--- src/rtl/board_manager.sv ---
// 4x4 drop-game board owner: places pieces, scans 10 winning lines, declares win/draw or passes the turn.
// Latency: a legal add enters CHECK at edge N, a win on line k ends the game at edge N+k+1, and the turn returns at edge N+10.
// Backpressure: add is taken only in IDLE; busy flags CHECK/GAME_OVER, and an add in either state is silently dropped.
module board_manager #(
    parameter logic       FIRST_PLAYER = 1'b0,
    parameter logic [4:0] INVALID_POS  = 5'b11111
) (
    input  logic        clk,
    input  logic        reset_n,
    input  logic        new_game,
    input  logic        add,
    input  logic [4:0]  column_position,
    input  logic [1:0]  c_register,
    output logic [2:0]  counter_0,
    output logic [2:0]  counter_1,
    output logic [2:0]  counter_2,
    output logic [2:0]  counter_3,
    output logic [15:0] board_p1,
    output logic [15:0] board_p2,
    output logic        current_player,
    output logic        busy,
    output logic        move_error,
    output logic [1:0]  winner,
    output logic        game_over
);

    typedef enum logic [1:0] {IDLE, CHECK, GAME_OVER} state_t;

    state_t      state, state_nxt;
    logic [2:0]  cnt [4];
    logic [3:0]  scan_idx;
    logic [2:0]  cnt_sel;
    logic [4:0]  exp_pos;
    logic        legal, accept, reject;
    logic [15:0] mover_board, mask, cell_bit;
    logic        line_hit, all_full, last_line;

    function automatic logic [15:0] line_mask(input logic [3:0] idx);
        case (idx)
            4'd0:    line_mask = 16'h000F;
            4'd1:    line_mask = 16'h00F0;
            4'd2:    line_mask = 16'h0F00;
            4'd3:    line_mask = 16'hF000;
            4'd4:    line_mask = 16'h1111;
            4'd5:    line_mask = 16'h2222;
            4'd6:    line_mask = 16'h4444;
            4'd7:    line_mask = 16'h8888;
            4'd8:    line_mask = 16'h8421;
            4'd9:    line_mask = 16'h1248;
            default: line_mask = 16'h0000;
        endcase
    endfunction

    // The drop must land exactly on top of the target column's stack.
    assign cnt_sel   = cnt[c_register];
    assign exp_pos   = {cnt_sel, 2'b00} + {3'b000, c_register};
    assign legal     = (column_position != INVALID_POS) && (cnt_sel != 3'd4) &&
                       (column_position == exp_pos);
    assign accept    = (state == IDLE) && add && !new_game && legal;
    assign reject    = (state == IDLE) && add && !new_game && !legal;
    assign cell_bit  = 16'h0001 << column_position[3:0];

    assign mover_board = current_player ? board_p2 : board_p1;
    assign mask        = line_mask(scan_idx);
    assign line_hit    = (mask != 16'h0000) && ((mover_board & mask) == mask);
    assign all_full    = (cnt[0] == 3'd4) && (cnt[1] == 3'd4) && (cnt[2] == 3'd4) && (cnt[3] == 3'd4);
    assign last_line   = (scan_idx == 4'd9);

    always_ff @(posedge clk or negedge reset_n) begin
        if (!reset_n) state <= IDLE;
        else          state <= state_nxt;
    end

    always_comb begin
        state_nxt = state;
        if (new_game) begin
            state_nxt = IDLE;
        end else begin
            case (state)
                IDLE:      if (accept) state_nxt = CHECK;
                CHECK: begin
                    // A hit on the final line wins even when the board is full.
                    if (line_hit)       state_nxt = GAME_OVER;
                    else if (last_line) state_nxt = all_full ? GAME_OVER : IDLE;
                end
                GAME_OVER: state_nxt = GAME_OVER;
                default:   state_nxt = IDLE;
            endcase
        end
    end

    always_comb begin
        busy      = (state != IDLE);
        game_over = (state == GAME_OVER);
    end

    always_ff @(posedge clk or negedge reset_n) begin
        if (!reset_n) begin
            board_p1       <= 16'h0000;
            board_p2       <= 16'h0000;
            for (int i = 0; i < 4; i++) cnt[i] <= 3'd0;
            scan_idx       <= 4'd0;
            current_player <= FIRST_PLAYER;
            winner         <= 2'b00;
            move_error     <= 1'b0;
        end else if (new_game) begin
            board_p1       <= 16'h0000;
            board_p2       <= 16'h0000;
            for (int i = 0; i < 4; i++) cnt[i] <= 3'd0;
            scan_idx       <= 4'd0;
            current_player <= FIRST_PLAYER;
            winner         <= 2'b00;
            move_error     <= 1'b0;
        end else begin
            move_error <= reject;
            if (accept) begin
                if (current_player) board_p2 <= board_p2 | cell_bit;
                else                board_p1 <= board_p1 | cell_bit;
                cnt[c_register] <= cnt_sel + 3'd1;
                scan_idx        <= 4'd0;
            end
            if (state == CHECK) begin
                scan_idx <= scan_idx + 4'd1;
                if (line_hit)       winner <= current_player ? 2'b10 : 2'b01;
                else if (last_line) begin
                    if (all_full) winner <= 2'b11;
                    else          current_player <= ~current_player;
                end
            end
        end
    end

    assign counter_0 = cnt[0];
    assign counter_1 = cnt[1];
    assign counter_2 = cnt[2];
    assign counter_3 = cnt[3];

endmodule

--- config.mk ---
export PLATFORM = sky130hd
export DESIGN_NAME = board_manager
export DESIGN_NICKNAME = d
export VERILOG_FILES = /design/src/rtl/board_manager.sv
export SDC_FILE = /design/constraint.sdc
export NUM_CORES = 1
export LEC_CHECK = 0
export CORE_AREA = 8 8 84 86
export CTS_BUF_LIST = sky130_fd_sc_hd__clkbuf_4
export DETAILED_ROUTE_END_ITERATION = 10
export DIE_AREA = 0 0 92 94
export GPL_ROUTABILITY_DRIVEN = 0
export HOLD_SLACK_MARGIN = 0.06
export PLACE_DENSITY = 0.9
export SLEW_MARGIN = 20
export SYNTH_ARGS = -nofsm -noshare
export SYNTH_HDL_FRONTEND = slang
export SYNTH_SLANG_ARGS = --single-unit
--- constraint.sdc ---
create_clock -name clk -period 3.9 [get_ports clk]
set_input_delay 0.78 -clock clk [delete_from_list [all_inputs] [get_ports clk]]
set_output_delay 0.78 -clock clk [all_outputs]
set_load 0.01 [all_outputs]
==> results.py <==
metrics = {
    "detailed_routing": {
        "drt-vias-per-instance": 6.15,
        "wl_met2_mm": 4.46,
        "routed_wl_mm": 8.81,
        "dr.pass1.iters": 4,
        "drc_errors": 0,
        "avgRoutedWirePerCell_um": 19.0,
        "wl_met1_mm": 3.53,
        "num_vias": 2858,
        "met3_length_um": 700,
        "first_iter_violations": 325,
        "top_layer": "met4",
        "drt.antenna.violating_nets": 0,
    },
    "sta": {
        "fmax_mhz": 302,
        "maxSlewHeadroom_pct": 40.9,
        "slew_violations": 0,
        "hold_violations": 0,
        "finalSetupViolCount": 0,
        "worst_slew_pin_slew_ps": 886,
        "period_needed_ps": 3310,
        "skew_ps": 16.0,
        "period_share_pct": 84.9,
        "tns_ps": 0,
        "rsz0062_at_grt": "no",
    },
    "cts": {
        "post_cts_buffers": 0,
        "postCtsHoldBufs": 0,
        "cts.clk_slew.worst_paths_ps": 160,
        "cts_buffers": 5,
        "clockBufferDepth": 2,
        "clkLatencyLatePin_ps": 390,
        "cts_root_buf": "clkbuf_4",
        "cts_tree": "yes",
        "cts_resized": 0,
        "cts_max_level": 2,
        "cts.sink_count": 54,
    },
    "worst_setup_path": {
        "worstPathArrival_ps": 3590,
        "cp.required_ps": 4180,
        "end_kind": "flip-flop",
        "path_max_fanout": 9,
        "reg2reg_depth": 6,
        "start_kind": "primary input",
        "timing.setup.critical_path_class": "primary input to flip-flop",
    },
    "logic_synthesis": {
        "synth.distinct_cells": 52,
        "yosys.area_share.simple_pct": 19.0,
        "synth_nets": 357,
        "synth-xor-area-share_pct": 2.06,
        "yosysMostFrequentCell": "dfrtp_1",
        "syn_area_mm2": 0.00328,
        "synth_cells": 336,
        "synthArstFlopShare_pct": 100,
        "yosysWarningCount": 0,
        "synth_top_family_by_area": "simple AND/OR/NAND/NOR gates",
        "synth_common_cells": "dfrtp_1, inv_1, o22ai_1",
        "synth-seq-area-share_pct": 41.3,
        "synth_adder_area_share_pct": 3.82,
        "synth-edff-count": 0,
        "synth_mux_area_share_pct": 11.7,
        "yosys_register_bits": 54,
        "ys.flop_type": "dfrtp_1",
        "synth_top_area_cell": "dfrtp_1",
        "syn_avg_cell_area_um2": 9.75,
        "ys_top_cells_by_area": "dfrtp_1, o22ai_1, mux2i_1",
        "synth.top_cell.area_share_pct": 41.3,
        "synth_compound_gate_area_share_pct": 14.0,
    },
    "pwr": {
        "combPwrFrac_pct": 8.8,
        "p_int_uw": 670,
        "power_switching_uw": 238,
        "power_density_mw_per_mm2": 228,
        "cellLeakagePower_uw": 0.00155,
        "clkPwrFrac_pct": 29.3,
        "power.share.switching_pct": 26.2,
        "p_seq_share_pct": 62.0,
        "ir_drop_v": 0.000174,
    },
    "job": {
        "cap_viol_max_count": 0,
    },
    "die": {
        "die_area_mm2": 0.00865,
        "die_h_um": 94,
        "fp.dieW_um": 92,
        "ios": 61,
        "rows": 28,
        "initial_core_util_pct": 57.0,
        "core_mm2": 0.00575,
    },
    "placement": {
        "dp_hpwl_mm": 6.38,
        "io_buffers": 60,
    },
    "grt": {
        "grt_pass1_vias": 2933,
        "antenna_found_initial": 0,
        "grt_pass1_wl_mm": 14.6,
        "grt_max_degree": 59,
        "overflow": 0,
        "grt_usage_pct": 20.8,
    },
    "final_layout": {
        "final_util_pct": 69.3,
        "area_growth_pct": 21.6,
        "drive_above_1_share_pct": 11.3,
        "nNetsFinal": 410,
        "n_fill_cell": 438,
        "n_antenna_cell": 0,
    },
    "hold_path": {
        "hold_class": "primary input to asynchronous set/reset pin",
    },
    "outcome": {
        "status": "completed",
    },
}
layout by cell type (no fill, tap or decap), drive strengths merged, types with 5 or more instances in the layout:
master         synthesis  routed
a21oi                  6       6
buf                    9      13
clkbuf                16       6
clkdlybuf4s50          0      58
dfrtp                 54      54
ha                    10      10
inv                   40      40
mux2                  12      12
mux2i                 18      18
nand2                 14      14
nand2b                12      12
nand3                 13      13
nand4                  5       5
nor2                  17      17
nor2b                 11      11
o221ai                 7       7
o22ai                 30      30
layer usage:
| layer | GRT usage [%] | vias up |
|---|---|---|
| met4 | 7.79 | 0 |
| li1 | - | 1309 |
| met2 | 34.4 | 117 |
| met3 | 5.04 | 13 |
| met5 | 0 | - |
| met1 | 25.7 | 1419 |
through the flow:
| step | std cells | total power (uW) | hold slack [ps] | instance area, um2 | setup slack [ps] |
|---|---|---|---|---|---|
| 4_1_cts | 465 | 909 | 329 | 3980 | 593 |
| 3_3_place_gp | 457 | 649 | 532 | 3930 | 296 |
| 6_report | 465 | 908 | 319 | 3980 | 589 |
| 3_5_place_dp | 457 | 652 | 538 | 3930 | 182 |
| 2_1_floorplan | 336 | 614 | 484 | 3280 | 884 |
| 5_1_grt | 465 | 939 | 334 | 3980 | 474 |
cell families (layout without fill, tap and decap cells):
family                     Yosys count  after routing
DFF                                 54             54
AOI/OAI and AO/OA                   65             65
muxes                               33             33
xor gates and xnor gates             6              6
adders and majority gates           10             10
and+or+nand+nor                    103            103
buffers and inverters               65            119
critical path, cell delays in order:
cell             delay [ps]
clkdlybuf4s50_1         580
mux4_2                  640
inv_1                   110
ha_1                    140
and4b_1                 190
o2111ai_2               230
or2_1                   470
nor3b_4                 120
mux2_1                  340
flip-flops by register name (all words and copies together), names as in the netlist:
signal	cells
winner	2
board_p2	16
scan_idx	4
counter_1	3
state	2
counter_2	3
counter_3	3
board_p1	16
current_player	1
move_error	1
counter_0	3
cell type report:
class,count,area (um2),share of cell area [%]
clock buffers,6,45.0,1.13
clock inverters,2,13.8,0.345
inverters,40,150,3.77
multi-input cells,217,1660,41.6
flip-flops and latches,54,1350,33.9
well taps,75,93.8,2.36
repair buffers,71,673,16.9
power groups by stage:
stage / clock, uW / sequential (uW) / combinational, uW
after global placement: 0 / 573 / 76.3
after global routing: 289 / 563 / 86.9
after CTS: 268 / 563 / 78.6
after floorplan: 0 / 573 / 40.2
after detailed placement: 0 / 573 / 78.8
final: 266 / 563 / 79.4
final timing paths:
check	start	end	slack, ps
setup / recovery	c_register[0]	counter_1[1]	590
hold / removal	reset_n	counter_1[2]	320
setup reg to reg	current_player	current_player	1040
hold reg to reg	board_p2[11]	board_p2[11]	560
max in group asynchronous	reset_n	board_p1[9]	2760
min in group clk	board_p2[11]	board_p2[11]	560
Note: power is estimated with default switching activity, not from simulation.
